$ cat src/rtl/bounce_pkg.sv
// Shared definitions for the contact-bounce emulator: FSM encoding, LFSR geometry and
// default seed.
package bounce_pkg;

  typedef enum logic {
    IDLE   = 1'b0,
    BOUNCE = 1'b1
  } state_t;

  localparam int          LFSR_W       = 8;
  localparam logic [7:0]  LFSR_TAPS    = 8'hB8;  // x^8+x^6+x^5+x^4+1 -> bits 7,5,4,3
  localparam logic [7:0]  DEFAULT_SEED = 8'hA5;

  function automatic logic [LFSR_W-1:0] lfsr_next(input logic [LFSR_W-1:0] s);
    return {s[LFSR_W-2:0], ^(s & LFSR_TAPS)};
  endfunction

endpackage

$ cat src/rtl/bounce_emulator_lfsr8.sv
// 8-bit Fibonacci LFSR with advance enable; synchronous active-low reset loads SEED.
module lfsr8
  import bounce_pkg::*;
#(
  parameter logic [LFSR_W-1:0] SEED = DEFAULT_SEED
) (
  input  logic              clk,
  input  logic              rst_n,
  input  logic              en,
  output logic [LFSR_W-1:0] value
);

  // NOTE: sequential state uses non-blocking assignments so every register
  // samples pre-edge values, independent of process ordering.
  always_ff @(posedge clk) begin
    if (!rst_n)  value <= SEED;
    else if (en) value <= lfsr_next(value);
  end

endmodule

$ cat src/rtl/bounce_emulator.sv
// Contact-bounce generator: each level change on clean becomes a BOUNCE_CYC-cycle burst
// of LFSR chatter on noisy, then settles and pulses settled.
module bounce_emulator
  import bounce_pkg::*;
#(
  parameter int                BOUNCE_CYC = 16,
  parameter int                CW         = 5,
  parameter logic [LFSR_W-1:0] SEED       = DEFAULT_SEED
) (
  input  logic clk,
  input  logic rst_n,
  input  logic clean,
  input  logic en,
  output logic noisy,
  output logic busy,
  output logic settled
);

  localparam logic [CW-1:0] CNT_LOAD = CW'(BOUNCE_CYC);
  localparam logic [CW-1:0] CNT_ONE  = CW'(1);

  state_t            state_q, state_d;
  logic              clean_q;
  logic              target_q, target_d;
  logic [CW-1:0]     cnt_q, cnt_d;
  logic              noisy_d, busy_d, settled_d;
  logic              lfsr_adv;
  logic [LFSR_W-1:0] lfsr_val;

  lfsr8 #(.SEED(SEED)) u_lfsr (
    .clk   (clk),
    .rst_n (rst_n),
    .en    (lfsr_adv),
    .value (lfsr_val)
  );

  // NOTE: every signal written here gets a default first, so no path can
  // leave one unassigned and infer a latch.
  always_comb begin
    state_d   = state_q;
    target_d  = target_q;
    cnt_d     = cnt_q;
    noisy_d   = noisy;
    busy_d    = busy;
    settled_d = 1'b0;
    lfsr_adv  = 1'b0;
    case (state_q)
      IDLE: begin
        if (clean_q != target_q) begin
          target_d = clean_q;
          noisy_d  = clean_q;
          if (en) begin
            cnt_d   = CNT_LOAD;
            busy_d  = 1'b1;
            state_d = BOUNCE;
          end
        end
      end
      BOUNCE: begin
        // A new request restarts the burst and wins over the final settle.
        if (clean_q != target_q) begin
          target_d = clean_q;
          noisy_d  = clean_q;
          cnt_d    = CNT_LOAD;
        end else if (cnt_q > CNT_ONE) begin
          noisy_d  = lfsr_val[0];
          cnt_d    = cnt_q - CNT_ONE;
          lfsr_adv = 1'b1;
        end else begin
          noisy_d   = target_q;
          busy_d    = 1'b0;
          settled_d = 1'b1;
          cnt_d     = '0;
          state_d   = IDLE;
        end
      end
    endcase
  end

  always_ff @(posedge clk) begin
    if (!rst_n) begin
      state_q  <= IDLE;
      clean_q  <= 1'b0;
      target_q <= 1'b0;
      cnt_q    <= '0;
      noisy    <= 1'b0;
      busy     <= 1'b0;
      settled  <= 1'b0;
    end else begin
      state_q  <= state_d;
      clean_q  <= clean;
      target_q <= target_d;
      cnt_q    <= cnt_d;
      noisy    <= noisy_d;
      busy     <= busy_d;
      settled  <= settled_d;
    end
  end

endmodule

$ cat config.mk
export PLATFORM = sky130hd
export DESIGN_NAME = bounce_emulator
export DESIGN_NICKNAME = d
export VERILOG_FILES = /design/src/rtl/bounce_pkg.sv /design/src/rtl/bounce_emulator_lfsr8.sv /design/src/rtl/bounce_emulator.sv
export SDC_FILE = /design/constraint.sdc
export NUM_CORES = 1
export LEC_CHECK = 0
export ABC_AREA = 1
export CORE_MARGIN = 1
export CORE_UTILIZATION = 45
export DETAILED_ROUTE_END_ITERATION = 10
export MAX_ROUTING_LAYER = met4
export PLACE_DENSITY_LB_ADDON = 0.1
export SLEW_MARGIN = 20
export SYNTH_ARGS = -nofsm -noshare
export SYNTH_HDL_FRONTEND = slang
export SYNTH_SLANG_ARGS = --single-unit
$ cat constraint.sdc
create_clock -name clk -period 2.8 [get_ports clk]
set_input_delay 0.56 -clock clk [delete_from_list [all_inputs] [get_ports clk]]
set_output_delay 0.56 -clock clk [all_outputs]
set_load 0.01 [all_outputs]
==> results of run 1 <==
-- sequential cells by signal, indices dropped and copies added, names as in the netlist --
name	flops
busy	1
u_lfsr.value	8
settled	1
state_q	1
cnt_q	5
noisy	1
clean_q	1
target_q	1
-- per-stage QoR --
step	hold slack [ns]	std cells	setup slack, ns	instance area [sq um]	utilization
floorplan	0.420	123	1.58	865	-
global placement	0.438	151	1.01	930	0.527
detailed placement	0.440	151	0.993	930	0.527
CTS	0.457	155	1.06	957	0.543
global route	0.479	155	1.02	957	0.543
finish	0.453	155	1.08	957	0.543
-- cells by family (layout without fill, tap and decap cells) --
| family | Yosys count | after routing |
|---|---|---|
| and+or+nand+nor | 67 | 67 |
| buffers and inverters | 21 | 28 |
| DFF | 19 | 19 |
| AOI/OAI and AO/OA | 12 | 12 |
| adders and majority gates | 2 | 2 |
| xor gates and xnor gates | 2 | 2 |
-- power by group --
part / internal, uW / switching (uW) / total (uW)
clock: 53.1 / 85.5 / 139
combinational: 44.3 / 69.8 / 114
sequential: 289 / 11.4 / 300
-- synthesized netlist by cell type (2+ instances only) --
cell type  number  share of area
nand2_1        33           0.14
a21oi_1         4          0.023
xnor2_1         2          0.020
nor2_1         19          0.082
buf_6           2          0.026
inv_1          17          0.074
o21ai_0         5          0.029
nand3_1         9          0.052
ha_1            2          0.029
nand2_2         3          0.022
dfxtp_1        19           0.44
-- routing by layer --
layer	up-vias	wire length (um)	global-route usage
met2	6	639	0.243
met4	0	16	0.0706
met3	2	28	0.0357
li1	389	-	-
met5	-	0	-
met1	306	759	0.227
-- final cells by class --
class,instances,area (sq um)
Clock inverter,1,5.00
Inverter,18,67.6
Tap cell,25,31.3
Timing Repair Buffer,6,60.1
Fill cell,193,807
Sequential cell,19,380
Multi-Input combinational cell,83,390
Clock buffer,3,22.5
-- worst max path at each step --
stage | from | end | slack [ns] | depth (start not counted)
after detailed placement | rst_n | u_lfsr.value[0] | 0.99 | 4
after CTS | busy | busy | 1.06 | 1
after floorplan | cnt_q[1] | u_lfsr.value[3] | 1.58 | 9
after global placement | rst_n | u_lfsr.value[0] | 1.01 | 4
after global routing | busy | busy | 1.02 | 1
final | noisy | noisy | 1.08 | 1
==> results.tsv, run 1 <==
metric	value	unit
grt_overflow	0	
grtUsageTotal	0.169	
clock-skew-final	0.00963	ns
final_antenna_net_count	0	
cts_setup_buffers	0	
fin_crit	1.72	ns
start_util	0.490	
cp-end-kind	output pin	
totalWireLength	1.44	mm
r2r-end	u_lfsr.value[5]	
startpoint_type	register	
clockBufferDepth	2	
insertion_delay	0.30	ns
worst_pin_slew	0.413	ns
crit_required	2.24	ns
synth_cell_type_count	19	
synth_top_family_by_area	simple AND/OR/NAND/NOR gates	
cts.repair.resized	0	
critical_path.cell_chain	clkdlybuf4s50_1	
hp-start	clean_q	
synthMuxAreaShare	0	
synth-main-ff-cell	dfxtp_1	
synth_edf_count	0	
hp-class	reg -> reg	
outcome	finished clean	
drt-initial-drc-count	9	
hpwlAfterDp	1.05	mm
reg2reg_depth	9	
power_density	578	nW/um^2
viasPerCell	4.54	
arrival	1.16	ns
antenna_found_initial	0	
worstHoldEndpoint	target_q	
synth_compound_area_frac	0.0738	
antenna_cells	0	
syn_to_final_growth	10.7	%
slowest_delay	0.53	ns
path_max_fanout	2	
vias	703	
dr.pass1.iters	3	
cts_tree	yes	
crit_slowest_cell	clkdlybuf4s50_1	
htree_levels	1	
r2r-start	cnt_q[1]	
cts_hold_buf	0	
syn_inst	123	
mostFrequentLayoutCells	33 x nand2_1, 19 x nor2_1, 19 x dfxtp_1, 17 x inv_1, 9 x nand3_1	
place_congestion	0.769	
synthSimpleGateAreaFrac	0.329	
fp.dieArea	2100	sq um
finalHoldViolations	0	
cp_num_buf_inv	1	
setup_viol	0	
wl_per_cell	9.31	um
fmax	0.581	GHz
tns	0	ns
grt_first_pass_wirelength	2.46	mm
synthesis.nets	129	
relSlewSlack	0.724	
portBuffers	6	
synth_area	865	sq um
final_common_cell	nand2_1	
grt_max_degree	13	
grt_pass1_vias	582	
ys_seq_elements	19	
p_leak	0.000455	uW
drive_gt1_frac	0.0769	
layout.nets	137	
maxCapViolations	0	
hold_path_depth	2	
post-route-period-util	0.614	
async_reset_ff_frac	0	
vdd_ir_drop_max	0.000299	V
ios	7	
r2r_slack	1.42	ns
synth_fa_ha_area_frac	0.0289	
worstSetupPathType	reg -> out	
power.total	553	uW
die_h	45.8	um
cts_buffers	3	
critPathTopFamily	buffers and inverters	
drc_errors	0	
cts_sinks	19	
clockRootBuffer	clkbuf_4	
final_max_slew_viol_count	0	
die_w	45.8	um
ys_seq_area_frac	0.440	
clkTransAtPathRegs	0.11	ns
rows	15	
fp.coreArea	1760	sq um
syn_avg_cell_area	7.03	sq um
synthXorXnorAreaFrac	0.0203	
yosys_warnings	0	
grt_setup_unrepaired	false	
Note: power is estimated with default switching activity, not from simulation.
==> run 2: changes to the inputs <==
clock period = 1.5 ns   (was 2.8 ns; I/O delays follow)
==> results.tsv, run 2 (synthesis gave the netlist of run 1 again) <==
metric	value	unit	change
die_h	45.8	um	unchanged
tns	0	ns	unchanged
final_antenna_net_count	0		unchanged
clockRootBuffer	clkbuf_4		unchanged
crit_required	1.75	ns	was 2.24 ns
totalWireLength	1.46	mm	was 1.44 mm
fp.dieArea	2100	sq um	unchanged
hold_path_depth	2		unchanged
fin_hold_ws	0.454	ns	was 0.453 ns
vias	721		was 703
drive_gt1_frac	0.0840		was 0.0769
worst_pin_slew	0.318	ns	was 0.413 ns
vdd_ir_drop_max	0.000679	V	was 0.000299 V
antenna_cells	0		unchanged
sw_frac_of_total	0.306		was 0.302
power_density	1070	nW/um^2	was 578 nW/um^2
path_max_fanout	12		was 2
cts_setup_buffers	0		unchanged
grt_overflow	0		unchanged
intPower	722	uW	was 386 uW
drt-initial-drc-count	10		was 9
portBuffers	6		unchanged
dr.pass1.iters	4		was 3
antenna_found_initial	0		unchanged
registers.top_by_ff_count	u_lfsr.value		unchanged
rows	15		unchanged
placed_cells	152		was 151
critical_path.cell_chain	inv_1 > ha_1 > inv_1 > nand2_1 > nand2_2 > nand2_4 > inv_1 > nor2_1 > nor2_1		was clkdlybuf4s50_1
grt_pass1_vias	670		was 582
clkTransAtPathRegs	0.11	ns	about the same
critPathTopFamily	simple AND/OR/NAND/NOR gates		was buffers and inverters
seq_power_share	0.537		was 0.543
cts_sinks	19		unchanged
worst_slack	0.159	ns	was 1.08 ns
p_leak	0.000518	uW	was 0.000455 uW
grt_max_degree	13		unchanged
clockBufferDepth	2		unchanged
grt_setup_unrepaired	false		unchanged
mostFrequentLayoutCells	33 x nand2_1, 19 x nor2_1, 19 x dfxtp_1, 17 x inv_1, 9 x nand3_1		unchanged
final_common_cell	nand2_1		unchanged
syn_to_final_growth	13.0	%	was 10.7%
slowest_delay	0.34	ns	was 0.53 ns
hpwlAfterDp	1.07	mm	was 1.05 mm
layout.nets	138		was 137
post-route-period-util	0.894		
start_util	0.490		unchanged
htree_levels	1		unchanged
worstSetupPathType	reg -> reg		was reg -> out
finalHoldViolations	0		unchanged
hp-class	reg -> reg		unchanged
drc_errors	0		unchanged
wl_per_cell	9.35	um	was 9.31 um
grt_first_pass_wirelength	2.62	mm	was 2.46 mm
stdcell_count	156		was 155
clock-skew-final	0.00141	ns	was 0.00963 ns
cts_tree	yes		unchanged
cp_num_buf_inv	3		was 1
relSlewSlack	0.788		was 0.724
arrival	1.59	ns	was 1.16 ns
ios	7		unchanged
final_max_slew_viol_count	0		unchanged
power.share.clock	0.251		about the same
insertion_delay	0.30	ns	about the same
grtUsageTotal	0.178		was 0.169
viasPerCell	4.62		was 4.54
setup_viol	0		unchanged
cts_buffers	3		unchanged
dp_slack	0.0286	ns	was 0.993 ns
worst_path_most_repeated_cell	inv_1		
crit_cells	9		was 1
outcome	finished clean		unchanged
crit_slowest_cell	dfxtp_1		was clkdlybuf4s50_1
cp-end-kind	register		was output pin
fp.coreArea	1760	sq um	unchanged
largest_reg_flops	8		unchanged
fmax	0.746	GHz	
die_w	45.8	um	unchanged
power.switching	319	uW	was 167 uW
maxCapViolations	0		unchanged
place_congestion	0.747		was 0.769
reg.largest.list	u_lfsr.value: 8 flops, cnt_q: 5 flops		unchanged
startpoint_type	register		unchanged
reg2reg_depth	9		unchanged
fin_crit	1.34	ns	
p_comb_frac	0.211		was 0.206
[run 2: changes by cell type in the layout (fill, tap and decap cells not counted)]
cell             previous run  this run
nand2_4                     0         1
nand2_2                     3         2
buf_4                       0         1
dlymetal6s2s_1              0         3
clkdlybuf4s50_1             6         3
[run 2: metal layers]
| layer | share of wire | vias up | track usage |
|---|---|---|---|
| li1 | - | 391 | - |
| met1 | 0.51 | 314 | 0.221 |
| met2 | 0.43 | 11 | 0.274 |
| met3 | 0.035 | 5 | 0.0357 |
| met4 | 0.021 | 0 | 0.0882 |
| met5 | 0 | - | - |
[run 2: final timing paths]
path | start | endpoint | slack [ns]
setup / recovery | cnt_q[1] | u_lfsr.value[4] | 0.16
hold / removal | clean_q | target_q | 0.45
setup reg to reg | cnt_q[1] | u_lfsr.value[4] | 0.16
hold reg to reg | clean_q | target_q | 0.45
[run 2: what timing repair did]
action                                  CTS  global route
endpoints found under the setup margin    0            13
hold buffers                              0             0
gates resized for setup                   0             4
[run 2: final cells by class]
cell class	count	area [sq um]
Clock inverter	1	5.00
Clock buffer	3	22.5
Fill cell	204	787
Tap cell	25	31.3
Timing Repair Buffer	7	75.1
Inverter	18	67.6
Sequential cell	19	380
Multi-Input combinational cell	83	395
[run 2: metrics by stage]
stage	util	cell area (sq um)	total power (uW)
after floorplan	-	865	741
after global placement	0.531	937	781
after detailed placement	0.531	937	787
after CTS	0.547	965	1050
after global routing	0.554	977	1110
final	0.554	977	1040
[run 2: power by group through the flow]
stage / Clock (uW) / Combinational [uW] / Sequential [uW]
after floorplan: 0 / 170 / 571
after global placement: 0 / 211 / 570
after detailed placement: 0 / 216 / 572
after CTS: 269 / 217 / 560
after global routing: 287 / 257 / 565
final: 262 / 220 / 559
[run 2: tightest hold or removal path, cell delays in order, from the launching register on]
cell and delay (ns):
dfxtp_1 0.34, nand2_1 0.06, inv_1 0.03
